[src/rtl/operand_fetch_stage_if.sv]
// Port bundle for the operand-fetch stage: decode handshake, register file read port,
// MEM/WB bypass sources, downstream hold and the ID/EX register outputs.
interface operand_fetch_stage_if #(parameter int STALL_CNT_W = 32);
  logic                   in_valid;
  logic                   in_ready;
  logic [4:0]             in_rn;
  logic [4:0]             in_rm;
  logic [4:0]             in_rd;
  logic                   in_regwrite;
  logic                   in_memread;

  logic [4:0]             rf_rr1;
  logic [4:0]             rf_rr2;
  logic [63:0]            rf_rd1;
  logic [63:0]            rf_rd2;

  logic                   mem_valid;
  logic                   mem_regwrite;
  logic                   mem_memread;
  logic [4:0]             mem_rd;
  logic [63:0]            mem_data;

  logic                   wb_regwrite;
  logic [4:0]             wb_rd;
  logic [63:0]            wb_data;

  logic                   ex_hold;

  logic                   out_valid;
  logic                   out_regwrite;
  logic                   out_memread;
  logic [4:0]             out_rd;
  logic [63:0]            out_a;
  logic [63:0]            out_b;
  logic [STALL_CNT_W-1:0] stall_cycles;

  modport master (
    output in_valid, in_rn, in_rm, in_rd, in_regwrite, in_memread,
    input  in_ready,
    input  rf_rr1, rf_rr2,
    output rf_rd1, rf_rd2,
    output mem_valid, mem_regwrite, mem_memread, mem_rd, mem_data,
    output wb_regwrite, wb_rd, wb_data,
    output ex_hold,
    input  out_valid, out_regwrite, out_memread, out_rd, out_a, out_b, stall_cycles
  );

  modport slave (
    input  in_valid, in_rn, in_rm, in_rd, in_regwrite, in_memread,
    output in_ready,
    output rf_rr1, rf_rr2,
    input  rf_rd1, rf_rd2,
    input  mem_valid, mem_regwrite, mem_memread, mem_rd, mem_data,
    input  wb_regwrite, wb_rd, wb_data,
    input  ex_hold,
    output out_valid, out_regwrite, out_memread, out_rd, out_a, out_b, stall_cycles
  );
endinterface

[src/rtl/operand_fetch_stage.sv]
// Operand fetch with MEM/WB bypass and hazard bubbles; 1-cycle latency into ID/EX.
// Backpressure: in_ready drops on ex_hold (stage frozen) or an unbypassable hazard (bubble).
module operand_fetch_stage #(
  parameter int STALL_CNT_W = 32
) (
  input logic                  clk,
  input logic                  reset,
  operand_fetch_stage_if.slave bus
);

  localparam logic [4:0] XZR = 5'd31;

  typedef struct packed {
    logic        valid;
    logic        regwrite;
    logic        memread;
    logic [4:0]  rd;
    logic [63:0] a;
    logic [63:0] b;
  } idex_t;

  idex_t                  idex_q;
  logic [STALL_CNT_W-1:0] stall_q;
  logic [63:0]            opnd_a;
  logic [63:0]            opnd_b;
  logic                   hazard;
  logic                   mem_fwd_en;
  logic                   mem_load;
  logic                   ex_wr;

  // Only a completed ALU result in MEM is forwardable; a load's mem_data is just its address.
  assign mem_fwd_en = bus.mem_valid & bus.mem_regwrite & ~bus.mem_memread;
  assign mem_load   = bus.mem_valid & bus.mem_regwrite & bus.mem_memread;
  assign ex_wr      = idex_q.valid & idex_q.regwrite;

  function automatic logic [63:0] pick_operand(
    input logic [4:0]  src,
    input logic [63:0] rf_dat,
    input logic        mem_en,
    input logic [4:0]  mem_rd,
    input logic [63:0] mem_dat,
    input logic        wb_en,
    input logic [4:0]  wb_rd,
    input logic [63:0] wb_dat
  );
    if (src == XZR)                   return 64'd0;
    else if (mem_en && mem_rd == src) return mem_dat;
    else if (wb_en && wb_rd == src)   return wb_dat;
    else                              return rf_dat;
  endfunction

  function automatic logic src_hazard(
    input logic [4:0] src,
    input logic       ex_en,
    input logic [4:0] ex_rd,
    input logic       load_en,
    input logic [4:0] load_rd
  );
    return (src != XZR) && ((ex_en && ex_rd == src) || (load_en && load_rd == src));
  endfunction

  always_comb begin
    opnd_a = pick_operand(bus.in_rn, bus.rf_rd1, mem_fwd_en, bus.mem_rd, bus.mem_data,
                          bus.wb_regwrite, bus.wb_rd, bus.wb_data);
    opnd_b = pick_operand(bus.in_rm, bus.rf_rd2, mem_fwd_en, bus.mem_rd, bus.mem_data,
                          bus.wb_regwrite, bus.wb_rd, bus.wb_data);
    hazard = bus.in_valid &
             (src_hazard(bus.in_rn, ex_wr, idex_q.rd, mem_load, bus.mem_rd) |
              src_hazard(bus.in_rm, ex_wr, idex_q.rd, mem_load, bus.mem_rd));
  end

  assign bus.rf_rr1   = bus.in_rn;
  assign bus.rf_rr2   = bus.in_rm;
  assign bus.in_ready = reset & ~bus.ex_hold & ~hazard;

  // Hold beats hazard: a frozen stage neither bubbles nor counts.
  always_ff @(posedge clk or negedge reset) begin
    if (!reset) begin
      idex_q  <= '0;
      stall_q <= '0;
    end else if (!bus.ex_hold) begin
      if (hazard) begin
        idex_q.valid <= 1'b0;
        if (stall_q != '1) stall_q <= stall_q + 1'b1;
      end else if (bus.in_valid) begin
        idex_q.valid    <= 1'b1;
        idex_q.regwrite <= bus.in_regwrite;
        idex_q.memread  <= bus.in_memread;
        idex_q.rd       <= bus.in_rd;
        idex_q.a        <= opnd_a;
        idex_q.b        <= opnd_b;
      end else begin
        idex_q.valid <= 1'b0;
      end
    end
  end

  assign bus.out_valid    = idex_q.valid;
  assign bus.out_regwrite = idex_q.regwrite;
  assign bus.out_memread  = idex_q.memread;
  assign bus.out_rd       = idex_q.rd;
  assign bus.out_a        = idex_q.a;
  assign bus.out_b        = idex_q.b;
  assign bus.stall_cycles = stall_q;

endmodule

[src/flat_wrapper.sv]
// flat-port wrapper written by rule: the top's interface ports become plain ports
module operand_fetch_stage_flat 
#(
  parameter int STALL_CNT_W = 32
)
  (clk, reset, bus_in_valid, bus_in_rn, bus_in_rm, bus_in_rd, bus_in_regwrite, bus_in_memread, bus_in_ready, bus_rf_rr1, bus_rf_rr2, bus_rf_rd1, bus_rf_rd2, bus_mem_valid, bus_mem_regwrite, bus_mem_memread, bus_mem_rd, bus_mem_data, bus_wb_regwrite, bus_wb_rd, bus_wb_data, bus_ex_hold, bus_out_valid, bus_out_regwrite, bus_out_memread, bus_out_rd, bus_out_a, bus_out_b, bus_stall_cycles);
  operand_fetch_stage_if #(.STALL_CNT_W(STALL_CNT_W)) bus_i ();
  input logic clk;
  input logic reset;
  input wire logic [$bits(bus_i.in_valid)-1:0] bus_in_valid;
  input wire logic [$bits(bus_i.in_rn)-1:0] bus_in_rn;
  input wire logic [$bits(bus_i.in_rm)-1:0] bus_in_rm;
  input wire logic [$bits(bus_i.in_rd)-1:0] bus_in_rd;
  input wire logic [$bits(bus_i.in_regwrite)-1:0] bus_in_regwrite;
  input wire logic [$bits(bus_i.in_memread)-1:0] bus_in_memread;
  output wire logic [$bits(bus_i.in_ready)-1:0] bus_in_ready;
  output wire logic [$bits(bus_i.rf_rr1)-1:0] bus_rf_rr1;
  output wire logic [$bits(bus_i.rf_rr2)-1:0] bus_rf_rr2;
  input wire logic [$bits(bus_i.rf_rd1)-1:0] bus_rf_rd1;
  input wire logic [$bits(bus_i.rf_rd2)-1:0] bus_rf_rd2;
  input wire logic [$bits(bus_i.mem_valid)-1:0] bus_mem_valid;
  input wire logic [$bits(bus_i.mem_regwrite)-1:0] bus_mem_regwrite;
  input wire logic [$bits(bus_i.mem_memread)-1:0] bus_mem_memread;
  input wire logic [$bits(bus_i.mem_rd)-1:0] bus_mem_rd;
  input wire logic [$bits(bus_i.mem_data)-1:0] bus_mem_data;
  input wire logic [$bits(bus_i.wb_regwrite)-1:0] bus_wb_regwrite;
  input wire logic [$bits(bus_i.wb_rd)-1:0] bus_wb_rd;
  input wire logic [$bits(bus_i.wb_data)-1:0] bus_wb_data;
  input wire logic [$bits(bus_i.ex_hold)-1:0] bus_ex_hold;
  output wire logic [$bits(bus_i.out_valid)-1:0] bus_out_valid;
  output wire logic [$bits(bus_i.out_regwrite)-1:0] bus_out_regwrite;
  output wire logic [$bits(bus_i.out_memread)-1:0] bus_out_memread;
  output wire logic [$bits(bus_i.out_rd)-1:0] bus_out_rd;
  output wire logic [$bits(bus_i.out_a)-1:0] bus_out_a;
  output wire logic [$bits(bus_i.out_b)-1:0] bus_out_b;
  output wire logic [$bits(bus_i.stall_cycles)-1:0] bus_stall_cycles;
  assign bus_i.in_valid = bus_in_valid;
  assign bus_i.in_rn = bus_in_rn;
  assign bus_i.in_rm = bus_in_rm;
  assign bus_i.in_rd = bus_in_rd;
  assign bus_i.in_regwrite = bus_in_regwrite;
  assign bus_i.in_memread = bus_in_memread;
  assign bus_in_ready = bus_i.in_ready;
  assign bus_rf_rr1 = bus_i.rf_rr1;
  assign bus_rf_rr2 = bus_i.rf_rr2;
  assign bus_i.rf_rd1 = bus_rf_rd1;
  assign bus_i.rf_rd2 = bus_rf_rd2;
  assign bus_i.mem_valid = bus_mem_valid;
  assign bus_i.mem_regwrite = bus_mem_regwrite;
  assign bus_i.mem_memread = bus_mem_memread;
  assign bus_i.mem_rd = bus_mem_rd;
  assign bus_i.mem_data = bus_mem_data;
  assign bus_i.wb_regwrite = bus_wb_regwrite;
  assign bus_i.wb_rd = bus_wb_rd;
  assign bus_i.wb_data = bus_wb_data;
  assign bus_i.ex_hold = bus_ex_hold;
  assign bus_out_valid = bus_i.out_valid;
  assign bus_out_regwrite = bus_i.out_regwrite;
  assign bus_out_memread = bus_i.out_memread;
  assign bus_out_rd = bus_i.out_rd;
  assign bus_out_a = bus_i.out_a;
  assign bus_out_b = bus_i.out_b;
  assign bus_stall_cycles = bus_i.stall_cycles;
  operand_fetch_stage #(.STALL_CNT_W(STALL_CNT_W)) u_core (.clk(clk), .reset(reset), .bus(bus_i));
endmodule
[config.mk]
export PLATFORM = sky130hd
export DESIGN_NAME = operand_fetch_stage_flat
export DESIGN_NICKNAME = d
export VERILOG_FILES = /design/src/rtl/operand_fetch_stage_if.sv /design/src/rtl/operand_fetch_stage.sv /design/src/flat_wrapper.sv
export SDC_FILE = /design/constraint.sdc
export NUM_CORES = 1
export LEC_CHECK = 0
export CORE_AREA = 2 2 181 183
export CTS_CLUSTER_DIAMETER = 60
export CTS_CLUSTER_SIZE = 20
export DETAILED_ROUTE_END_ITERATION = 16
export DIE_AREA = 0 0 183 185
export GPL_ROUTABILITY_DRIVEN = 0
export GPL_TIMING_DRIVEN = 0
export PLACE_DENSITY_LB_ADDON = 0.08
export SLEW_MARGIN = 25
export SYNTH_ARGS = -nofsm -noshare
export SYNTH_HDL_FRONTEND = slang
export SYNTH_SLANG_ARGS = --single-unit
[constraint.sdc]
create_clock -name clk -period 2.71 [get_ports clk]
set_input_delay 0.4065 -clock clk [delete_from_list [all_inputs] [get_ports clk]]
set_output_delay 0.4065 -clock clk [all_outputs]
set_load 0.01 [all_outputs]
==> impl_metrics.ini <==
[logic_synthesis]
synth_top_family_by_area = compound AO/OA/AOI/OAI gates
yosys.cell_types.count = 41
synthCells = 1028
synth_adder_area_share = 0.00130
synth_top_area_frac = 0.436
syn_area_sq_um = 9650
synth_flop_type = sky130_fd_sc_hd__dfrtp_1
synth_area_per_cell_sq_um = 9.38
synth.yosys.warnings = 0
synth_async_sr_flop_share = 1.00
synthTopCellsByArea = sky130_fd_sc_hd__dfrtp_1, sky130_fd_sc_hd__mux2i_1, sky130_fd_sc_hd__a22o_1, sky130_fd_sc_hd__nand2_1, sky130_fd_sc_hd__o31ai_1
synth_xor_xnor_area_share = 0.0554
portion_of_netlist_area_occupied_by_mux_cells = 0.142
synth-compound-area-share = 0.178
synth-simple-area-share = 0.138
largest_area_contributor_in_the_netlist = sky130_fd_sc_hd__dfrtp_1
synth_edf_count = 0
ys_seq_area_frac = 0.436
yosys_register_bits = 168
nets_in_the_synthesized_netlist = 1320

[detailed_routing]
dr_iter_0_viols = 427
first_pass_iters = 6
avgRoutedWirePerCell_um = 21.1
via_per_inst = 4.93
via_count = 9620
detail-route-antenna-nets = 0
drt_drc_violations_left = 0
wirelength_um = 41100

[sta]
setup_slack_ps = 126
timing_worst_slew_pin_value_ps = 798
rsz0062_at_grt = no
final-setup-viol-count = 0
finalCritPeriodShare = 0.953
report.final.hold_viol_count = 0
fin_crit_ps = 2580
summed_negative_setup_slack_over_all_endpoints_ps = 0
maxClockFrequency_mhz = 387
slew_headroom = 0.468
max_slew_violation_count = 0
finalClockSkew_ps = 16.1

[worst_setup_path]
critPathCaptureType = register
timing.setup.critical_path_class = reg -> reg
timing.critical_path.required_ps = 3030
start_kind = register
critPathMaxFanout = 10
worstPathArrival_ps = 2900

[placement]
pre_cts_slack_ps = -646
dp.final_hpwl_um = 32800
portBuffers = 469
placement.cell_area_sq_um = 14900

[worst_hold_path]
holdCritPathClass = in -> async

[finish]
layout.nets = 1816
multiInputGateArea_sq_um = 4990
layout-drive-gt1-share = 0.0787
final_cell_area_sq_um = 15600
nFillCells = 3103
final_core_util = 0.486
areaGrowthSynthToFinish_pct = 61.3
seqCellArea_sq_um = 4210
mostFrequentLayoutCells = sky130_fd_sc_hd__clkdlybuf4s50_1, sky130_fd_sc_hd__dfrtp_1, sky130_fd_sc_hd__nand2_1
layout_commonest_cell = sky130_fd_sc_hd__clkdlybuf4s50_1

[floorplan]
dieHeight_um = 185
placementRows = 66
core_sq_um = 32000
boundaryPins = 470
die_area_sq_um = 33900
initial_core_util = 0.301
dieWidth_um = 183

[power_and_ir_drop]
power_report.internal_total_uw = 5370
p_sw_uw = 2340
clock_power_share = 0.322
p_sw_frac = 0.303
pwr_density_cell_nw_per_um2 = 495
combinationalPowerShare = 0.284
total_power_uw = 7700
power.sequential.fraction = 0.394
power.leakage_uw = 0.00641
vdd_ir_drop_max_uv = 420

[status]
status = completed

[cts]
path_clk_slew_ps = 70
cts_max_path_buffers = 2
numClockSinks = 168
cts_made_buffers = 17
tritoncts = done
clock_latency_ps = 440
ctsHtreeMaxLevel = 4
cts_root_buffer = sky130_fd_sc_hd__clkbuf_16

[flow_run]
maxCapViolations = 0

[grt]
first_pass_grt_wire_length_um = 60200
grt_max_degree = 71
first_global_vias = 9803
antenna_found_initial = 4
grt_overflow_total = 0
globalRouteTotalUtil = 0.238
## area by class of cell
| cell class | instances | share of cell area |
|---|---|---|
| clock inverter | 13 | 0.00812 |
| antenna | 5 | 0.000804 |
| buffer | 91 | 0.0289 |
| multi-input combinational | 759 | 0.321 |
| sequential | 168 | 0.270 |
| timing repair buffer | 477 | 0.307 |
| tap | 408 | 0.0328 |
| inverter | 10 | 0.00241 |
| clock buffer | 19 | 0.0291 |
## per-stage QoR
stage,cells,hold WS [ps]
2_1_floorplan,1028,111
3_3_place_gp,1905,460
4_1_cts,1943,420
5_1_grt,1948,432
3_5_place_dp,1908,289
6_report,1950,421
## synth_stat cells, drive strengths merged (2+ instances only)
master,number
xor2,46
nor3,18
nand2,146
mux2,8
and2,2
nand3,12
a21oi,66
o21ai,67
and3,2
mux2i,128
clkbuf,41
a22o,64
nor4,15
inv,10
o31ai,64
or2,3
dfrtp,168
buf,50
xnor2,15
or3,4
or4,2
nor2,80
nand4,11
## power groups by stage
stage                     Clock, uW  Combinational (uW)  Sequential (uW)
after floorplan                   0                 593             3190
after global placement            0                2190             3070
after detailed placement          0                2210             3070
after CTS                      2540                2210             3030
after global routing           2640                2350             3070
final                          2480                2190             3030
## critical path, cell delays in order (launching register included)
cell and delay, ps:
sky130_fd_sc_hd__dfrtp_1 420, sky130_fd_sc_hd__ha_1 210, sky130_fd_sc_hd__nand4_1 250, sky130_fd_sc_hd__nor3_1 280, sky130_fd_sc_hd__and4_1 220, sky130_fd_sc_hd__clkbuf_2 220
sky130_fd_sc_hd__nor2_1 80, sky130_fd_sc_hd__o21ai_2 130, sky130_fd_sc_hd__clkbuf_4 310, sky130_fd_sc_hd__mux2_2 350
## sequential cells by signal, summed over array words and instances (netlist names)
| name | count |
|---|---|
| u_core.bus.out_a | 64 |
| u_core.bus.out_b | 64 |
| u_core.bus.out_memread | 1 |
| u_core.bus.out_rd | 5 |
| u_core.bus.out_regwrite | 1 |
| u_core.bus.out_valid | 1 |
| u_core.bus.stall_cycles | 32 |
## final timing paths
check / from / to / slack [ps] / cells after the start
min in group clk: u_core.bus.out_a[6] / u_core.bus.out_a[6] / 470 / 2
max in group asynchronous: reset / u_core.bus.out_a[7] / 1250 / 4
hold reg to reg: u_core.bus.out_a[6] / u_core.bus.out_a[6] / 470 / 2
setup / recovery: u_core.bus.stall_cycles[0] / u_core.bus.stall_cycles[1] / 130 / 9
setup reg to reg: u_core.bus.stall_cycles[0] / u_core.bus.stall_cycles[1] / 130 / 9
hold / removal: reset / u_core.bus.out_rd[3] / 420 / 2
## cell families after synthesis
kind of cell / count (synthesis)
muxes: 136
and+or+nand+nor: 300
adders and majority gates: 1
DFF: 168
buffers and inverters: 101
AOI/OAI and AO/OA: 261
xor gates and xnor gates: 61
## metal layers
metal | vias to the layer above | track usage | wire length [um]
met1 | 4604 | 0.288 | 16700
met2 | 325 | 0.413 | 20700
li1 | 4653 | - | -
met3 | 36 | 0.0669 | 3010
met5 | - | 0 | 10
met4 | 2 | 0.0666 | 753
## repair_timing
action | 4_1_cts | 5_1_grt
gates cloned | 0 | 0
hold buffers | 1 | 0
setup buffers | 2 | 2
pin swaps | 2 | 5
endpoints found under the hold margin | 33 | 0
resized for setup | 17 | 17
endpoints found under the setup margin | 76 | 119
No activity file was read; power rests on OpenSTA's default activity.
